File: src/rtl/best_neighbor_scan_pkg.sv
// Purpose : shared routing constants (neighbour-table address map, sentinels) and scan FSM encoding.
// Latency : n/a (declarations only).
// Backpressure: n/a.
package best_neighbor_scan_pkg;

    typedef logic [15:0] word_t;

    // Neighbour table and better-list map in the shared 2048x8 byte memory.
    // winnerPolicy reads BETTER_BASE / BETTER_COUNT_ADDR back on its explore path.
    localparam word_t NBR_COUNT_ADDR    = 16'h0600;
    localparam word_t NBR_ID_BASE       = 16'h0602;
    localparam word_t NBR_VAL_BASE      = 16'h0622;
    localparam word_t MYBEST_ADDR       = 16'h0642;
    localparam word_t BETTER_BASE       = 16'h0668;
    localparam word_t BETTER_COUNT_ADDR = 16'h068C;

    // Table length clamp and list capacity ((0x68C-0x668)/2).
    localparam logic [4:0] MAX_NEIGHBORS = 5'd16;
    localparam logic [4:0] MAX_BETTER    = 5'd18;

    // "No hop" sentinel (stands for -1 in winnerPolicy) and the empty best cost.
    localparam word_t NO_HOP     = 16'd100;
    localparam word_t COST_EMPTY = 16'hFFFF;

    // Scan FSM encoding, 4 bits.
    typedef enum logic [3:0] {
        S_IDLE  = 4'd0,
        S_CNT   = 4'd1,
        S_MYB   = 4'd2,
        S_ID    = 4'd3,
        S_VAL   = 4'd4,
        S_WR    = 4'd5,
        S_NEXT  = 4'd6,
        S_WRCNT = 4'd7,
        S_FIN   = 4'd8,
        S_DONE  = 4'd9
    } scan_state_e;

    // Byte address of 16-bit entry idx in a table starting at base.
    function automatic word_t word_addr(input word_t base, input logic [4:0] idx);
        return base + {10'd0, idx, 1'b0};
    endfunction

endpackage

File: src/rtl/best_neighbor_scan_if.sv
// Purpose : bundle of the scanner's memory bus, control and result signals.
// Latency : n/a (wires only).
// Backpressure: none; memory is assumed always ready, start_scan is a level request.
// master = scanner side, slave = memory / winnerPolicy side.
interface best_neighbor_scan_if;
    import best_neighbor_scan_pkg::*;

    logic  start_scan;
    word_t MY_NODE_ID;
    word_t data_in;
    word_t address;
    word_t data_out;
    logic  wr_en;
    word_t mybest;
    word_t besthop;
    word_t bestvalue;
    word_t bestneighborID;
    word_t betterNeighborCount;
    logic  done_scan;

    modport master (
        input  start_scan, MY_NODE_ID, data_in,
        output address, data_out, wr_en,
        output mybest, besthop, bestvalue, bestneighborID, betterNeighborCount, done_scan
    );

    modport slave (
        output start_scan, MY_NODE_ID, data_in,
        input  address, data_out, wr_en,
        input  mybest, besthop, bestvalue, bestneighborID, betterNeighborCount, done_scan
    );

endinterface

File: src/rtl/best_neighbor_scan.sv
// Purpose : scan the neighbour table, find the lowest-cost hop, write the better-neighbour list + count.
// Latency : done_scan rises 5+3n+w clock edges after start_scan is sampled (n entries, w list writes).
// Backpressure: none; one memory access per state, results held in DONE until start_scan drops.
// Ports: clock, nrst (async active-low); bus (master modport) carries start_scan, MY_NODE_ID,
//        data_in, registered address/data_out/wr_en and the registered result outputs.
module best_neighbor_scan
    import best_neighbor_scan_pkg::*;
(
    input  logic                clock,
    input  logic                nrst,
    best_neighbor_scan_if.master bus
);

    scan_state_e state_q, state_d;

    word_t      address_q,   address_d;
    word_t      data_out_q,  data_out_d;
    logic       wr_en_q,     wr_en_d;
    word_t      mybest_q,    mybest_d;
    word_t      besthop_q,   besthop_d;
    word_t      bestvalue_q, bestvalue_d;
    word_t      bestnbr_q,   bestnbr_d;
    logic [4:0] count_q,     count_d;
    logic [4:0] n_q,         n_d;
    logic [4:0] idx_q,       idx_d;
    word_t      id_tmp_q,    id_tmp_d;
    logic       done_q,      done_d;

    always_ff @(posedge clock or negedge nrst) begin
        if (!nrst) begin
            state_q     <= S_IDLE;
            address_q   <= '0;
            data_out_q  <= '0;
            wr_en_q     <= 1'b0;
            mybest_q    <= '0;
            besthop_q   <= NO_HOP;
            bestvalue_q <= COST_EMPTY;
            bestnbr_q   <= '0;
            count_q     <= '0;
            n_q         <= '0;
            idx_q       <= '0;
            id_tmp_q    <= '0;
            done_q      <= 1'b0;
        end else begin
            state_q     <= state_d;
            address_q   <= address_d;
            data_out_q  <= data_out_d;
            wr_en_q     <= wr_en_d;
            mybest_q    <= mybest_d;
            besthop_q   <= besthop_d;
            bestvalue_q <= bestvalue_d;
            bestnbr_q   <= bestnbr_d;
            count_q     <= count_d;
            n_q         <= n_d;
            idx_q       <= idx_d;
            id_tmp_q    <= id_tmp_d;
            done_q      <= done_d;
        end
    end

    // Reads are registered-address: each state consumes data_in for the address
    // the previous state put on the bus.
    always_comb begin
        state_d     = state_q;
        address_d   = address_q;
        data_out_d  = data_out_q;
        wr_en_d     = wr_en_q;
        mybest_d    = mybest_q;
        besthop_d   = besthop_q;
        bestvalue_d = bestvalue_q;
        bestnbr_d   = bestnbr_q;
        count_d     = count_q;
        n_d         = n_q;
        idx_d       = idx_q;
        id_tmp_d    = id_tmp_q;
        done_d      = done_q;

        unique case (state_q)
            S_IDLE: begin
                if (bus.start_scan) begin
                    address_d   = NBR_COUNT_ADDR;
                    bestvalue_d = COST_EMPTY;
                    besthop_d   = NO_HOP;
                    count_d     = '0;
                    state_d     = S_CNT;
                end
            end
            S_CNT: begin
                // Oversized tables are clamped so the ID/cost regions are never overrun.
                n_d       = (bus.data_in > {11'd0, MAX_NEIGHBORS}) ? MAX_NEIGHBORS : bus.data_in[4:0];
                address_d = MYBEST_ADDR;
                state_d   = S_MYB;
            end
            S_MYB: begin
                mybest_d = bus.data_in;
                idx_d    = '0;
                if (n_q == 5'd0) begin
                    state_d = S_WRCNT;
                end else begin
                    address_d = NBR_ID_BASE;
                    state_d   = S_ID;
                end
            end
            S_ID: begin
                id_tmp_d  = bus.data_in;
                address_d = word_addr(NBR_VAL_BASE, idx_q);
                state_d   = S_VAL;
            end
            S_VAL: begin
                // Strict compare: on equal costs the earliest entry keeps the hop.
                if (bus.data_in < bestvalue_q) begin
                    bestvalue_d = bus.data_in;
                    besthop_d   = id_tmp_q;
                end
                // A better neighbour found once the list is full is dropped silently.
                if ((bus.data_in < mybest_q) && (count_q < MAX_BETTER)) begin
                    address_d  = word_addr(BETTER_BASE, count_q);
                    data_out_d = id_tmp_q;
                    wr_en_d    = 1'b1;
                    count_d    = count_q + 5'd1;
                    state_d    = S_WR;
                end else begin
                    state_d = S_NEXT;
                end
            end
            S_WR: begin
                wr_en_d = 1'b0;
                state_d = S_NEXT;
            end
            S_NEXT: begin
                // n_q >= 1 here, so n_q-1 cannot underflow.
                if (idx_q == n_q - 5'd1) begin
                    state_d = S_WRCNT;
                end else begin
                    idx_d     = idx_q + 5'd1;
                    address_d = word_addr(NBR_ID_BASE, idx_q + 5'd1);
                    state_d   = S_ID;
                end
            end
            S_WRCNT: begin
                address_d  = BETTER_COUNT_ADDR;
                data_out_d = {11'd0, count_q};
                wr_en_d    = 1'b1;
                state_d    = S_FIN;
            end
            S_FIN: begin
                wr_en_d   = 1'b0;
                // Only route away from ourselves when a neighbour strictly beats our own cost.
                bestnbr_d = (bestvalue_q < mybest_q) ? besthop_q : bus.MY_NODE_ID;
                done_d    = 1'b1;
                state_d   = S_DONE;
            end
            S_DONE: begin
                // Requires start_scan to drop, so a held request never rescans.
                if (!bus.start_scan) begin
                    done_d  = 1'b0;
                    state_d = S_IDLE;
                end
            end
            default: begin
                state_d = S_IDLE;
            end
        endcase
    end

    assign bus.address             = address_q;
    assign bus.data_out            = data_out_q;
    assign bus.wr_en               = wr_en_q;
    assign bus.mybest              = mybest_q;
    assign bus.besthop             = besthop_q;
    assign bus.bestvalue           = bestvalue_q;
    assign bus.bestneighborID      = bestnbr_q;
    assign bus.betterNeighborCount = {11'd0, count_q};
    assign bus.done_scan           = done_q;

endmodule

File: src/flat_wrapper.sv
// flat-port wrapper written by rule: the top's interface ports become plain ports
module best_neighbor_scan_flat import best_neighbor_scan_pkg::*;
  (clock, nrst, bus_start_scan, bus_MY_NODE_ID, bus_data_in, bus_address, bus_data_out, bus_wr_en, bus_mybest, bus_besthop, bus_bestvalue, bus_bestneighborID, bus_betterNeighborCount, bus_done_scan);
  best_neighbor_scan_if bus_i ();
  input  logic clock;
  input  logic nrst;
  input wire logic [$bits(bus_i.start_scan)-1:0] bus_start_scan;
  input wire logic [$bits(bus_i.MY_NODE_ID)-1:0] bus_MY_NODE_ID;
  input wire logic [$bits(bus_i.data_in)-1:0] bus_data_in;
  output wire logic [$bits(bus_i.address)-1:0] bus_address;
  output wire logic [$bits(bus_i.data_out)-1:0] bus_data_out;
  output wire logic [$bits(bus_i.wr_en)-1:0] bus_wr_en;
  output wire logic [$bits(bus_i.mybest)-1:0] bus_mybest;
  output wire logic [$bits(bus_i.besthop)-1:0] bus_besthop;
  output wire logic [$bits(bus_i.bestvalue)-1:0] bus_bestvalue;
  output wire logic [$bits(bus_i.bestneighborID)-1:0] bus_bestneighborID;
  output wire logic [$bits(bus_i.betterNeighborCount)-1:0] bus_betterNeighborCount;
  output wire logic [$bits(bus_i.done_scan)-1:0] bus_done_scan;
  assign bus_i.start_scan = bus_start_scan;
  assign bus_i.MY_NODE_ID = bus_MY_NODE_ID;
  assign bus_i.data_in = bus_data_in;
  assign bus_address = bus_i.address;
  assign bus_data_out = bus_i.data_out;
  assign bus_wr_en = bus_i.wr_en;
  assign bus_mybest = bus_i.mybest;
  assign bus_besthop = bus_i.besthop;
  assign bus_bestvalue = bus_i.bestvalue;
  assign bus_bestneighborID = bus_i.bestneighborID;
  assign bus_betterNeighborCount = bus_i.betterNeighborCount;
  assign bus_done_scan = bus_i.done_scan;
  best_neighbor_scan u_core (.clock(clock), .nrst(nrst), .bus(bus_i));
endmodule
File: config.mk
export PLATFORM = sky130hd
export DESIGN_NAME = best_neighbor_scan_flat
export DESIGN_NICKNAME = d
export VERILOG_FILES = /design/src/rtl/best_neighbor_scan_pkg.sv /design/src/rtl/best_neighbor_scan_if.sv /design/src/rtl/best_neighbor_scan.sv /design/src/flat_wrapper.sv
export SDC_FILE = /design/constraint.sdc
export NUM_CORES = 1
export LEC_CHECK = 0
export CAP_MARGIN = 20
export CELL_PAD_IN_SITES_DETAIL_PLACEMENT = 1
export CELL_PAD_IN_SITES_GLOBAL_PLACEMENT = 2
export CORE_MARGIN = 10
export CORE_UTILIZATION = 25
export CTS_BUF_LIST = sky130_fd_sc_hd__clkbuf_8 sky130_fd_sc_hd__clkbuf_16
export DETAILED_ROUTE_END_ITERATION = 8
export PLACE_DENSITY = 0.65
export SETUP_SLACK_MARGIN = 0.05
export SLEW_MARGIN = 25
export SYNTH_ARGS = -nofsm -noshare
export SYNTH_HDL_FRONTEND = slang
export SYNTH_SLANG_ARGS = --single-unit
File: constraint.sdc
create_clock -name clock -period 5 [get_ports clock]
set_input_delay 0.5 -clock clock [delete_from_list [all_inputs] [get_ports clock]]
set_output_delay 0.5 -clock clock [all_outputs]
set_load 0.02 [all_outputs]
==> results of run 1 <==
==> registers in the layout, indices dropped and copies added, names as in the netlist <==
signal	cells
u_core.bus.address	8
u_core.bus.besthop	16
u_core.bus.bestneighborID	16
u_core.bus.bestvalue	16
u_core.bus.data_out	16
u_core.bus.done_scan	1
u_core.bus.mybest	16
u_core.bus.wr_en	1
u_core.count_q	5
u_core.id_tmp_q	16
u_core.idx_q	5
u_core.n_q	5
u_core.state_q	4
==> layout by cell type, fill, tap and decap left out, types with 21 or more instances in the layout <==
cell type                         count
sky130_fd_sc_hd__a211oi_1            21
sky130_fd_sc_hd__a21oi_1             28
sky130_fd_sc_hd__clkdlybuf4s50_1    129
sky130_fd_sc_hd__dfrtp_1            106
sky130_fd_sc_hd__ha_1                52
sky130_fd_sc_hd__inv_1               52
sky130_fd_sc_hd__nand2_1             64
sky130_fd_sc_hd__nand3_1             45
sky130_fd_sc_hd__nand4_1             22
sky130_fd_sc_hd__nor2_1              57
sky130_fd_sc_hd__nor3_1              47
sky130_fd_sc_hd__o21ai_0             76
==> kinds of logic after synthesis <==
family	count (synthesis)	share of synthesized area, %
XOR/XNOR	12	1.337
buffers and inverters	125	7.526
other	1	0.04769
adder cells (fa/ha/maj)	52	8.274
AND/OR/NAND/NOR	277	17.01
AO/OA/AOI/OAI	236	22.13
multiplexers	26	3.596
flip-flops	125	40.08
==> report_power, final <==
part           internal (mW)  leakage [nW]  switching, mW
Clock                  0.782         0.285          0.516
Sequential              1.46          1.53          0.494
Combinational           1.33          2.31           2.05
Total                   3.58          4.12           3.06
==> critical path, cell delays in order <==
cell                              delay, ps
sky130_fd_sc_hd__clkdlybuf4s50_1        620
sky130_fd_sc_hd__ha_1                   300
sky130_fd_sc_hd__a21o_1                 160
sky130_fd_sc_hd__a21oi_1                200
sky130_fd_sc_hd__nor3b_1                410
sky130_fd_sc_hd__o31ai_4                120
sky130_fd_sc_hd__buf_4                  290
sky130_fd_sc_hd__and2_1                 200
sky130_fd_sc_hd__buf_4                  280
sky130_fd_sc_hd__a2111oi_0              490
==> through the flow <==
stage	setup WS [ps]	instances
floorplan	2387	871
global placement	1341	1340
detailed placement	1223	1340
CTS	1671	1371
global route	1476	1371
finish	1701	1371
==> per-layer routing <==
metal	global-route usage (%)	wire (um)	vias up
met5	0	0	-
met1	20.52	14220	3547
met3	3.509	1457	19
li1	-	-	3325
met4	4.016	429	0
met2	25.09	13810	151
==> how the worst max path moves through the flow <==
stage,from,to,slack (ps),depth (start not counted)
after detailed placement,bus_data_in[9],u_core.bus.bestvalue[14],1220,10
after global placement,bus_data_in[9],u_core.bus.bestvalue[14],1340,10
after CTS,bus_data_in[9],u_core.bus.bestvalue[14],1670,10
after global routing,u_core.state_q[2],u_core.bus.bestvalue[14],1480,5
final,bus_data_in[9],u_core.bus.bestvalue[14],1700,10
after floorplan,u_core.bus.mybest[5],u_core.bus.address[1],2390,8
==> layout make-up <==
cell class / count / share of cell area [%]
multi-input cells: 621 / 41.88
flip-flops and latches: 125 / 31.25
repair buffers: 146 / 14.10
well taps: 396 / 4.913
clock buffers: 17 / 4.218
inverters: 52 / 1.935
clock inverters: 14 / 1.700
==> metrics.txt, run 1 <==
# TYPE chip_impl_metric gauge
chip_impl_metric{name="clk_path_buf_depth",unit=""} 2
chip_impl_info{name="synth-main-ff-cell",value="sky130_fd_sc_hd__dfrtp_1"} 1
chip_impl_metric{name="finalCoreUtilization",unit="%"} 32.72
chip_impl_metric{name="report.final.hold_viol_count",unit=""} 0
chip_impl_metric{name="vias_per_cell",unit=""} 5.136
chip_impl_metric{name="areaGrowthSynthToFinish",unit="%"} 28.26
chip_impl_metric{name="critical_path_arrival",unit="ps"} 3590
chip_impl_info{name="grt_setup_unrepaired",value="no"} 1
chip_impl_metric{name="post-route-drc-count",unit=""} 0
chip_impl_info{name="worst_setup_path_end_kind",value="flip-flop"} 1
chip_impl_metric{name="drv_cap",unit=""} 0
chip_impl_metric{name="multi_input_area",unit="um2"} 4224
chip_impl_metric{name="numClockSinks",unit=""} 125
chip_impl_metric{name="clock-skew-final",unit="ps"} 14.69
chip_impl_metric{name="cts-buffers-inserted",unit=""} 17
chip_impl_metric{name="worst_slew_pin_slew",unit="ps"} 932.7
chip_impl_metric{name="ys_seq_elements",unit=""} 125
chip_impl_metric{name="dpl-instance-area",unit="um2"} 9484
chip_impl_metric{name="crit_fanout",unit=""} 33
chip_impl_metric{name="layout_worst_path_cycle_share",unit="%"} 65.98
chip_impl_metric{name="powerDensity",unit="nW/um2"} 657.9
chip_impl_metric{name="synth_seq_area_share",unit="%"} 40.08
chip_impl_info{name="status",value="finished clean"} 1
chip_impl_info{name="hold_path.class",value="primary input to asynchronous set/reset pin"} 1
chip_impl_metric{name="clock_insertion_delay_worst_skew",unit="ps"} 440
chip_impl_info{name="clock_tree.root_cell",value="sky130_fd_sc_hd__clkbuf_16"} 1
chip_impl_metric{name="via_count",unit=""} 7042
chip_impl_metric{name="reg2reg_setup_slack",unit="ps"} 1730
chip_impl_metric{name="initial_core_util",unit="%"} 25.51
chip_impl_info{name="crit_path_start_kind",value="primary input"} 1
chip_impl_metric{name="place.detailed.hpwl",unit="mm"} 21.17
chip_impl_info{name="synth_top_area_cell",value="sky130_fd_sc_hd__dfrtp_1"} 1
chip_impl_metric{name="cts.htree.levels",unit=""} 4
chip_impl_metric{name="relSlewSlack",unit="%"} 37.82
chip_impl_metric{name="grt_first_pass_wirelength",unit="mm"} 47.18
chip_impl_metric{name="seqCellArea",unit="um2"} 3152
chip_impl_metric{name="detailedRoute.firstPassIterationCount",unit=""} 4
chip_impl_metric{name="synth.avg_cell_area",unit="um2"} 9.208
chip_impl_metric{name="grt_overflow",unit=""} 0
chip_impl_metric{name="total_leakage_power",unit="nW"} 4.125
chip_impl_metric{name="fin_worst_hold_slack",unit="ps"} 113.7
chip_impl_metric{name="place.port_buffers",unit=""} 130
chip_impl_metric{name="worst_ir_drop_vdd",unit="mV"} 0.2513
chip_impl_info{name="synth.area.top_cells",value="sky130_fd_sc_hd__dfrtp_1 34%, sky130_fd_sc_hd__ha_1 8.3%, sky130_fd_sc_hd__dfstp_2 6.3%"} 1
chip_impl_metric{name="edff_count_synth",unit=""} 0
chip_impl_metric{name="io_pins",unit=""} 149
chip_impl_metric{name="dieWidth",unit="um"} 197.4
chip_impl_metric{name="gr-usage-all-layers",unit="%"} 15.55
chip_impl_metric{name="final_period_minus_worst_setup_slack",unit="ps"} 3299
chip_impl_metric{name="path_clk_slew",unit="ps"} 70
chip_impl_metric{name="synthesis_warning_total",unit=""} 0
chip_impl_metric{name="fmaxAchievable",unit="GHz"} 0.3031
chip_impl_metric{name="cts.repair_timing.setup_buffer_count",unit=""} 0
chip_impl_metric{name="fin_total_pwr",unit="mW"} 6.636
chip_impl_metric{name="floorplan.die.height",unit="um"} 197.4
chip_impl_info{name="crit-reg2reg-launch",value="u_core.bus.bestvalue[9]"} 1
chip_impl_metric{name="filler_cell_count",unit=""} 3559
chip_impl_metric{name="grt_start_max_net_pins",unit=""} 89
chip_impl_metric{name="post_cts_resized",unit=""} 0
chip_impl_metric{name="final_report_setup_violation_count",unit=""} 0
chip_impl_metric{name="std_cell_rows",unit=""} 64
chip_impl_info{name="cts_tree",value="built"} 1
chip_impl_metric{name="synth.lib_cells_used.distinct",unit=""} 70
chip_impl_metric{name="drt-total-wl",unit="mm"} 29.92
chip_impl_info{name="synthTopCellsByCount",value="106 x sky130_fd_sc_hd__dfrtp_1, 76 x sky130_fd_sc_hd__o21ai_0, 64 x sky130_fd_sc_hd__nand2_1"} 1
chip_impl_metric{name="post_drt_wl_per_cell",unit="um"} 21.82
chip_impl_metric{name="route.antenna.remaining_nets",unit=""} 0
chip_impl_metric{name="post_cts_hold_buffer_count",unit=""} 0
chip_impl_metric{name="initialDrtViolationCount",unit=""} 404
chip_impl_metric{name="grt_antenna_before_repair",unit=""} 0
chip_impl_metric{name="die-area",unit="um2"} 38950
chip_impl_metric{name="finalInstanceArea",unit="um2"} 10090
chip_impl_metric{name="grt_pass1_vias",unit=""} 7539
chip_impl_metric{name="n_antenna_cell",unit=""} 0
chip_impl_metric{name="postSynthCellCount",unit=""} 854
chip_impl_metric{name="final_max_slew_viol_count",unit=""} 0
chip_impl_metric{name="synth-async-reset-ratio",unit="%"} 100.0
chip_impl_info{name="synth_most_common_cell",value="sky130_fd_sc_hd__dfrtp_1"} 1
chip_impl_metric{name="final.setup.tns",unit="ps"} 0
chip_impl_metric{name="synth_area",unit="um2"} 7864
chip_impl_metric{name="rr_worst_depth",unit=""} 10
chip_impl_info{name="crit-reg2reg-capture",value="u_core.bus.bestvalue[14]"} 1
chip_impl_info{name="timing_worst_setup_path_type",value="primary input to flip-flop"} 1
chip_impl_metric{name="synth.top_cell.area_share",unit="%"} 33.73
chip_impl_metric{name="nets",unit=""} 1050
chip_impl_metric{name="crit_required",unit="ps"} 5300
chip_impl_metric{name="routabilityCongestion",unit=""} 0.7551
chip_impl_metric{name="core_box_area",unit="um2"} 30830
chip_impl_metric{name="drive_gt1_share",unit="%"} 13.44
Power figures use the tool's default switching activity.
==> run 2, diff against run 1 <==
PLACE_DENSITY = 0.68   (was 0.65)
clock period = 3 ns   (was 5 ns; I/O delays follow)
==> run 2 against run 1 <==
Die area unchanged. Sequential share of layout area decreased by 1.1 points. Clock skew decreased by 0.99 ps. Power increased by 69%.
==> metrics.txt, run 2 (same netlist as run 1, synthesis figures left out) <==
# TYPE chip_impl_metric gauge
chip_impl_info{name="status",value="finished clean"} 1
chip_impl_metric{name="grt_antenna_before_repair",unit=""} 0
chip_impl_metric{name="areaGrowthSynthToFinish",unit="%"} 32.94
chip_impl_info{name="crit_path_start_kind",value="flip-flop"} 1
chip_impl_info{name="worst_setup_path_end_kind",value="flip-flop"} 1
chip_impl_metric{name="post-place-ws",unit="ps"} -81.87
chip_impl_metric{name="final_period_minus_worst_setup_slack",unit="ps"} 2773
chip_impl_info{name="grt_setup_unrepaired",value="no"} 1
chip_impl_metric{name="grt_pass1_vias",unit=""} 7702
chip_impl_metric{name="numClockSinks",unit=""} 125
chip_impl_metric{name="core_box_area",unit="um2"} 30830
chip_impl_metric{name="clk_path_buf_depth",unit=""} 2
chip_impl_metric{name="place.port_buffers",unit=""} 130
chip_impl_metric{name="clock_insertion_delay_worst_skew",unit="ps"} 430
chip_impl_metric{name="nets",unit=""} 1094
chip_impl_metric{name="n_antenna_cell",unit=""} 0
chip_impl_metric{name="drive_gt1_share",unit="%"} 16.86
chip_impl_metric{name="reg2reg_setup_slack",unit="ps"} 230
chip_impl_metric{name="cts.htree.levels",unit=""} 4
chip_impl_metric{name="total_leakage_power",unit="nW"} 4.344
chip_impl_metric{name="worst_slew_pin_slew",unit="ps"} 655.9
chip_impl_metric{name="drt-total-wl",unit="mm"} 29.80
chip_impl_metric{name="cp_bufs_invs",unit=""} 1
chip_impl_info{name="final_common_cell",value="sky130_fd_sc_hd__clkdlybuf4s50_1"} 1
chip_impl_info{name="critPathTopFamily",value="compound AO/OA/AOI/OAI gates"} 1
chip_impl_metric{name="crit_fanout",unit=""} 8
chip_impl_metric{name="detailedRoute.firstPassIterationCount",unit=""} 4
chip_impl_metric{name="std_cell_rows",unit=""} 64
chip_impl_info{name="final_cell_mix",value="129 x sky130_fd_sc_hd__clkdlybuf4s50_1, 106 x sky130_fd_sc_hd__dfrtp_1, 76 x sky130_fd_sc_hd__o21ai_0"} 1
chip_impl_metric{name="worst_ir_drop_vdd",unit="mV"} 0.4645
chip_impl_metric{name="finalCoreUtilization",unit="%"} 33.91
chip_impl_metric{name="cts-buffers-inserted",unit=""} 17
chip_impl_metric{name="via_count",unit=""} 7196
chip_impl_metric{name="final.setup.tns",unit="ps"} 0
chip_impl_metric{name="dieWidth",unit="um"} 197.4
chip_impl_info{name="cts_tree",value="built"} 1
chip_impl_metric{name="report.final.hold_viol_count",unit=""} 0
chip_impl_metric{name="drv_cap",unit=""} 0
chip_impl_metric{name="initial_core_util",unit="%"} 25.51
chip_impl_metric{name="final_report_setup_violation_count",unit=""} 0
chip_impl_metric{name="relSlewSlack",unit="%"} 56.23
chip_impl_metric{name="post-route-drc-count",unit=""} 0
chip_impl_metric{name="critical_path_arrival",unit="ps"} 3080
chip_impl_metric{name="initialDrtViolationCount",unit=""} 334
chip_impl_metric{name="critPathMaxStageDelay",unit="ps"} 530
chip_impl_metric{name="place.detailed.hpwl",unit="mm"} 22.03
chip_impl_metric{name="fmaxAchievable",unit="GHz"} 0.3606
chip_impl_metric{name="crit_required",unit="ps"} 3310
chip_impl_metric{name="cts.repair_timing.setup_buffer_count",unit=""} 0
chip_impl_metric{name="clock-skew-final",unit="ps"} 13.70
chip_impl_metric{name="die-area",unit="um2"} 38950
chip_impl_metric{name="floorplan.die.height",unit="um"} 197.4
chip_impl_metric{name="powerDensity",unit="nW/um2"} 1071
chip_impl_metric{name="gr-usage-all-layers",unit="%"} 15.32
chip_impl_metric{name="grt_first_pass_wirelength",unit="mm"} 47.22
chip_impl_info{name="crit-reg2reg-capture",value="u_core.bus.address[1]"} 1
chip_impl_metric{name="vias_per_cell",unit=""} 5.082
chip_impl_metric{name="post_drt_wl_per_cell",unit="um"} 21.04
chip_impl_metric{name="layout_worst_path_cycle_share",unit="%"} 92.44
chip_impl_info{name="crit-reg2reg-launch",value="u_core.bus.mybest[5]"} 1
chip_impl_metric{name="grt_start_max_net_pins",unit=""} 58
chip_impl_metric{name="final_max_slew_viol_count",unit=""} 0
chip_impl_info{name="worstPathCellList",value="inv_1 -> ha_1 -> a41oi_2 -> o21ai_1 -> a2111oi_4 -> a21oi_4 -> a311oi_4 -> mux2_2"} 1
chip_impl_metric{name="route.antenna.remaining_nets",unit=""} 0
chip_impl_info{name="clock_tree.root_cell",value="sky130_fd_sc_hd__clkbuf_16"} 1
chip_impl_metric{name="rr_worst_depth",unit=""} 8
chip_impl_metric{name="grt_overflow",unit=""} 0
chip_impl_metric{name="io_pins",unit=""} 149
chip_impl_metric{name="fin_total_pwr",unit="mW"} 11.20
chip_impl_info{name="hold_path.class",value="primary input to asynchronous set/reset pin"} 1
chip_impl_metric{name="routabilityCongestion",unit=""} 0.8031
chip_impl_info{name="timing_worst_setup_path_type",value="flip-flop to flip-flop"} 1
chip_impl_metric{name="path_clk_slew",unit="ps"} 70
chip_impl_info{name="critical_path.slowest_cell",value="sky130_fd_sc_hd__a311oi_4"} 1
chip_impl_metric{name="timing.final.ws_setup",unit="ps"} 226.7
[run 2: cell types whose count changed in the layout (fill, tap and decap cells not counted), moves of 2 or more]
cell and change:
sky130_fd_sc_hd__clkinvlp_4 +2, sky130_fd_sc_hd__nor2_2 -2, sky130_fd_sc_hd__nor2_1 +2, sky130_fd_sc_hd__buf_12 +4, sky130_fd_sc_hd__inv_6 +2, sky130_fd_sc_hd__clkinv_2 -3, sky130_fd_sc_hd__buf_4 +40
[run 2: power breakdown]
group | switching, mW | leakage, nW | internal (mW)
Sequential | 0.770 | 1.53 | 2.43
Combinational | 3.46 | 2.54 | 2.40
Clock | 0.888 | 0.276 | 1.24
Total | 5.12 | 4.34 | 6.07
[run 2: timing repair]
| action | in CTS | in global routing |
|---|---|---|
| hold buffers | 1 | 0 |
| hold endpoints to repair | 18 | 0 |
| resized for setup | 0 | 0 |
[run 2: layout make-up]
type / instances / area [um2]
clock buffer: 17 / 425.4
clock inverter: 15 / 165.2
fill: 3534 / 20380
inverter: 52 / 195.2
multi-input combinational: 621 / 4219
sequential: 125 / 3152
tap: 396 / 495.5
timing repair buffer: 190 / 1802
[run 2: metal layers]
layer	part of all wire [%]	GRT usage, %	vias to the layer above
li1	-	-	3411
met1	48	20.52	3636
met2	47	25.09	131
met3	4.3	3.135	18
met4	0.87	2.820	0
met5	0	0	-
[run 2: worst max-delay path by stage]
stage | startpoint | end | slack [ps] | cells after the start
CTS | u_core.bus.mybest[5] | u_core.bus.address[1] | 190 | 8
detailed placement | bus_data_in[5] | u_core.bus.address[1] | -80 | 8
floorplan | u_core.bus.mybest[5] | u_core.bus.address[1] | 390 | 8
finish | u_core.bus.mybest[5] | u_core.bus.address[1] | 230 | 8
global placement | bus_data_in[5] | u_core.bus.address[5] | -50 | 8
global route | u_core.bus.mybest[6] | u_core.bus.address[7] | 70 | 8
[run 2: metrics by stage]
step | hold WS [ps] | instance area, um2 | std cells
global route | 447.5 | 10450 | 1416
finish | 398.4 | 10450 | 1416
floorplan | 4.409 | 7928 | 871
CTS | 417.3 | 10450 | 1416
detailed placement | 320.9 | 9851 | 1383
global placement | 321.8 | 9851 | 1383
[run 2: worst register-to-register path, delay by kind of cell (launching register included)]
family	cells	cell delay, ps
buffers and inverters	1	110
DFF	1	380
muxes	1	400
AOI/OAI and AO/OA	5	1510
adders and majority gates	1	270
==> run 3, diff against run 2 <==
--- a/config.mk
+++ b/config.mk
@@ -13,2 +13,3 @@
 export CTS_BUF_LIST = sky130_fd_sc_hd__clkbuf_8 sky130_fd_sc_hd__clkbuf_16
+export CTS_CLUSTER_SIZE = 25
 export DETAILED_ROUTE_END_ITERATION = 8
--- a/constraint.sdc
+++ b/constraint.sdc
@@ -3,2 +3,2 @@
 set_output_delay 0.3 -clock clock [all_outputs]
-set_load 0.02 [all_outputs]
+set_load 0.1 [all_outputs]
==> run 3 against run 2 <==
Wire length rose by 0.13%. Critical endpoint is now u_core.bus.address[5]. Die area is the same. Highest routed layer unchanged. Via count about the same.
==> metrics.txt, run 3 (same netlist as run 1, synthesis figures left out) <==
# TYPE chip_impl_metric gauge
chip_impl_metric{name="place.detailed.hpwl",unit="mm"} 21.64
chip_impl_metric{name="clock_insertion_delay_worst_skew",unit="ps"} 430
chip_impl_metric{name="core_box_area",unit="um2"} 30830
chip_impl_metric{name="drt-total-wl",unit="mm"} 29.84
chip_impl_metric{name="number_of_cells_in_the_design_after_placement",unit=""} 1380
chip_impl_metric{name="grt_start_max_net_pins",unit=""} 114
chip_impl_metric{name="worst_slew_pin_slew",unit="ps"} 744.6
chip_impl_info{name="hold_path.class",value="primary input to asynchronous set/reset pin"} 1
chip_impl_metric{name="crit_fanout",unit=""} 8
chip_impl_metric{name="rr_worst_depth",unit=""} 8
chip_impl_metric{name="grt_pass1_vias",unit=""} 7780
chip_impl_metric{name="wl_met2",unit="mm"} 14.28
chip_impl_metric{name="filler_cell_count",unit=""} 3558
chip_impl_info{name="final_common_cell",value="sky130_fd_sc_hd__buf_4"} 1
chip_impl_metric{name="grt_overflow",unit=""} 0
chip_impl_info{name="status",value="finished clean"} 1
chip_impl_metric{name="n_antenna_cell",unit=""} 0
chip_impl_metric{name="seqCellArea",unit="um2"} 3168
chip_impl_metric{name="reg2reg_setup_slack",unit="ps"} 200
chip_impl_metric{name="floorplan.die.height",unit="um"} 197.4
chip_impl_metric{name="cts-buffers-inserted",unit=""} 17
chip_impl_metric{name="fin_cells",unit=""} 1413
chip_impl_metric{name="final_period_minus_worst_setup_slack",unit="ps"} 2798
chip_impl_info{name="routed.top_layer",value="met4"} 1
chip_impl_info{name="timing_worst_setup_path_type",value="flip-flop to flip-flop"} 1
chip_impl_metric{name="clk_path_buf_depth",unit=""} 2
chip_impl_metric{name="place.port_buffers",unit=""} 130
chip_impl_metric{name="std_cell_rows",unit=""} 64
chip_impl_metric{name="drive_gt1_share",unit="%"} 27.43
chip_impl_info{name="crit_path_start_kind",value="flip-flop"} 1
chip_impl_metric{name="report.final.hold_viol_count",unit=""} 0
chip_impl_metric{name="initial_core_util",unit="%"} 25.51
chip_impl_metric{name="clock-skew-final",unit="ps"} 15.41
chip_impl_metric{name="vias_per_cell",unit=""} 5.093
chip_impl_metric{name="nets",unit=""} 1091
chip_impl_metric{name="final.setup.tns",unit="ps"} 0
chip_impl_metric{name="post_cts_hold_buffer_count",unit=""} 1
chip_impl_metric{name="fmaxAchievable",unit="GHz"} 0.3573
chip_impl_metric{name="final_max_slew_viol_count",unit=""} 0
chip_impl_metric{name="drv_cap",unit=""} 0
chip_impl_metric{name="crit_required",unit="ps"} 3310
chip_impl_metric{name="routabilityCongestion",unit=""} 0.8212
chip_impl_metric{name="via_count",unit=""} 7197
chip_impl_metric{name="grt_first_pass_wirelength",unit="mm"} 47.16
chip_impl_metric{name="gr-usage-all-layers",unit="%"} 15.40
chip_impl_metric{name="post_drt_wl_per_cell",unit="um"} 21.12
chip_impl_metric{name="io_pins",unit=""} 149
chip_impl_info{name="worst_setup_path_end_kind",value="flip-flop"} 1
chip_impl_metric{name="grt_antenna_before_repair",unit=""} 0
chip_impl_metric{name="numClockSinks",unit=""} 125
chip_impl_metric{name="areaGrowthSynthToFinish",unit="%"} 30.20
chip_impl_metric{name="path_clk_slew",unit="ps"} 70
chip_impl_metric{name="cts.repair_timing.setup_buffer_count",unit=""} 0
chip_impl_metric{name="met3RoutedLength",unit="mm"} 1.103
chip_impl_metric{name="critical_path_arrival",unit="ps"} 3110
chip_impl_info{name="cts_tree",value="built"} 1
chip_impl_info{name="crit-reg2reg-capture",value="u_core.bus.address[5]"} 1
chip_impl_info{name="crit-reg2reg-launch",value="u_core.bus.mybest[5]"} 1
chip_impl_info{name="final_cell_mix",value="148 x sky130_fd_sc_hd__buf_4, 93 x sky130_fd_sc_hd__dfrtp_1, 76 x sky130_fd_sc_hd__o21ai_0"} 1
chip_impl_metric{name="post-route-drc-count",unit=""} 0
chip_impl_info{name="clock_tree.root_cell",value="sky130_fd_sc_hd__clkbuf_16"} 1
chip_impl_metric{name="relSlewSlack",unit="%"} 50.36
chip_impl_metric{name="finalCoreUtilization",unit="%"} 33.21
chip_impl_metric{name="layout_worst_path_cycle_share",unit="%"} 93.28
chip_impl_metric{name="route.antenna.remaining_nets",unit=""} 0
chip_impl_metric{name="initialDrtViolationCount",unit=""} 336
chip_impl_metric{name="detailedRoute.firstPassIterationCount",unit=""} 5
chip_impl_metric{name="multi_input_area",unit="um2"} 4219
chip_impl_metric{name="drt-met1-wl",unit="mm"} 14.25
chip_impl_info{name="grt_setup_unrepaired",value="no"} 1
chip_impl_metric{name="die-area",unit="um2"} 38950
chip_impl_metric{name="final_report_setup_violation_count",unit=""} 0
chip_impl_metric{name="post_cts_resized",unit=""} 0
chip_impl_metric{name="cts.htree.levels",unit=""} 4
chip_impl_metric{name="dieWidth",unit="um"} 197.4
run 3: cell count changes in the layout (fill, tap and decap cells not counted):
| cell | previous run | this run |
|---|---|---|
| sky130_fd_sc_hd__buf_4 | 56 | 148 |
| sky130_fd_sc_hd__clkinvlp_4 | 5 | 0 |
| sky130_fd_sc_hd__clkbuf_8 | 0 | 1 |
| sky130_fd_sc_hd__inv_6 | 3 | 7 |
| sky130_fd_sc_hd__clkdlybuf4s50_1 | 129 | 33 |
| sky130_fd_sc_hd__dfrtp_1 | 106 | 93 |
| sky130_fd_sc_hd__buf_12 | 4 | 5 |
| sky130_fd_sc_hd__dfrtp_2 | 0 | 13 |
| sky130_fd_sc_hd__inv_1 | 53 | 52 |
| sky130_fd_sc_hd__inv_8 | 1 | 2 |
run 3: worst max-delay path by stage:
| stage | from | to | slack [ps] | cells after the start |
|---|---|---|---|---|
| 6_report | u_core.bus.mybest[5] | u_core.bus.address[5] | 200 | 8 |
| 5_1_grt | u_core.bus.mybest[6] | u_core.bus.address[5] | 90 | 8 |
| 4_1_cts | u_core.bus.mybest[5] | u_core.bus.address[5] | 170 | 8 |
| 3_5_place_dp | bus_data_in[5] | u_core.bus.address[5] | -90 | 8 |
| 3_3_place_gp | bus_data_in[5] | u_core.bus.address[5] | -60 | 8 |
| 2_1_floorplan | u_core.bus.mybest[1] | u_core.bus.address[1] | 60 | 7 |
run 3: routing by layer:
metal | vias up | GRT usage [%]
met5 | - | 0
met4 | 0 | 2.734
met3 | 8 | 3.220
met2 | 130 | 25.72
met1 | 3641 | 20.22
li1 | 3418 | -
run 3: final cells by class:
class / count / share of cell area (%)
well taps: 396 / 4.839
flip-flops and latches: 125 / 30.94
multi-input cells: 621 / 41.21
inverters: 52 / 1.906
clock buffers: 18 / 4.289
clock inverters: 14 / 1.662
repair buffers: 187 / 15.15
run 3: stage by stage:
step,hold slack [ps],area [um2],setup WS (ps)
final,284.2,10240,201.6
after global routing,318.1,10240,86.16
after CTS,279.7,10240,172.9
after detailed placement,178.6,9617,-89.75
after global placement,178.4,9617,-55.48
after floorplan,4.409,7944,61.83
run 3: critical path, cell delays in order, from the launching register on:
cell and delay, ps:
sky130_fd_sc_hd__dfrtp_2 400, sky130_fd_sc_hd__inv_1 100, sky130_fd_sc_hd__ha_1 270, sky130_fd_sc_hd__a41oi_2 200, sky130_fd_sc_hd__o21ai_1 180, sky130_fd_sc_hd__a2111oi_4 450
sky130_fd_sc_hd__a21oi_4 130, sky130_fd_sc_hd__a311oi_4 550, sky130_fd_sc_hd__mux2_2 390
Power of run 3 is not shown: default switching activity piles up to over one toggle a cycle in this logic, so the estimate is an artifact.
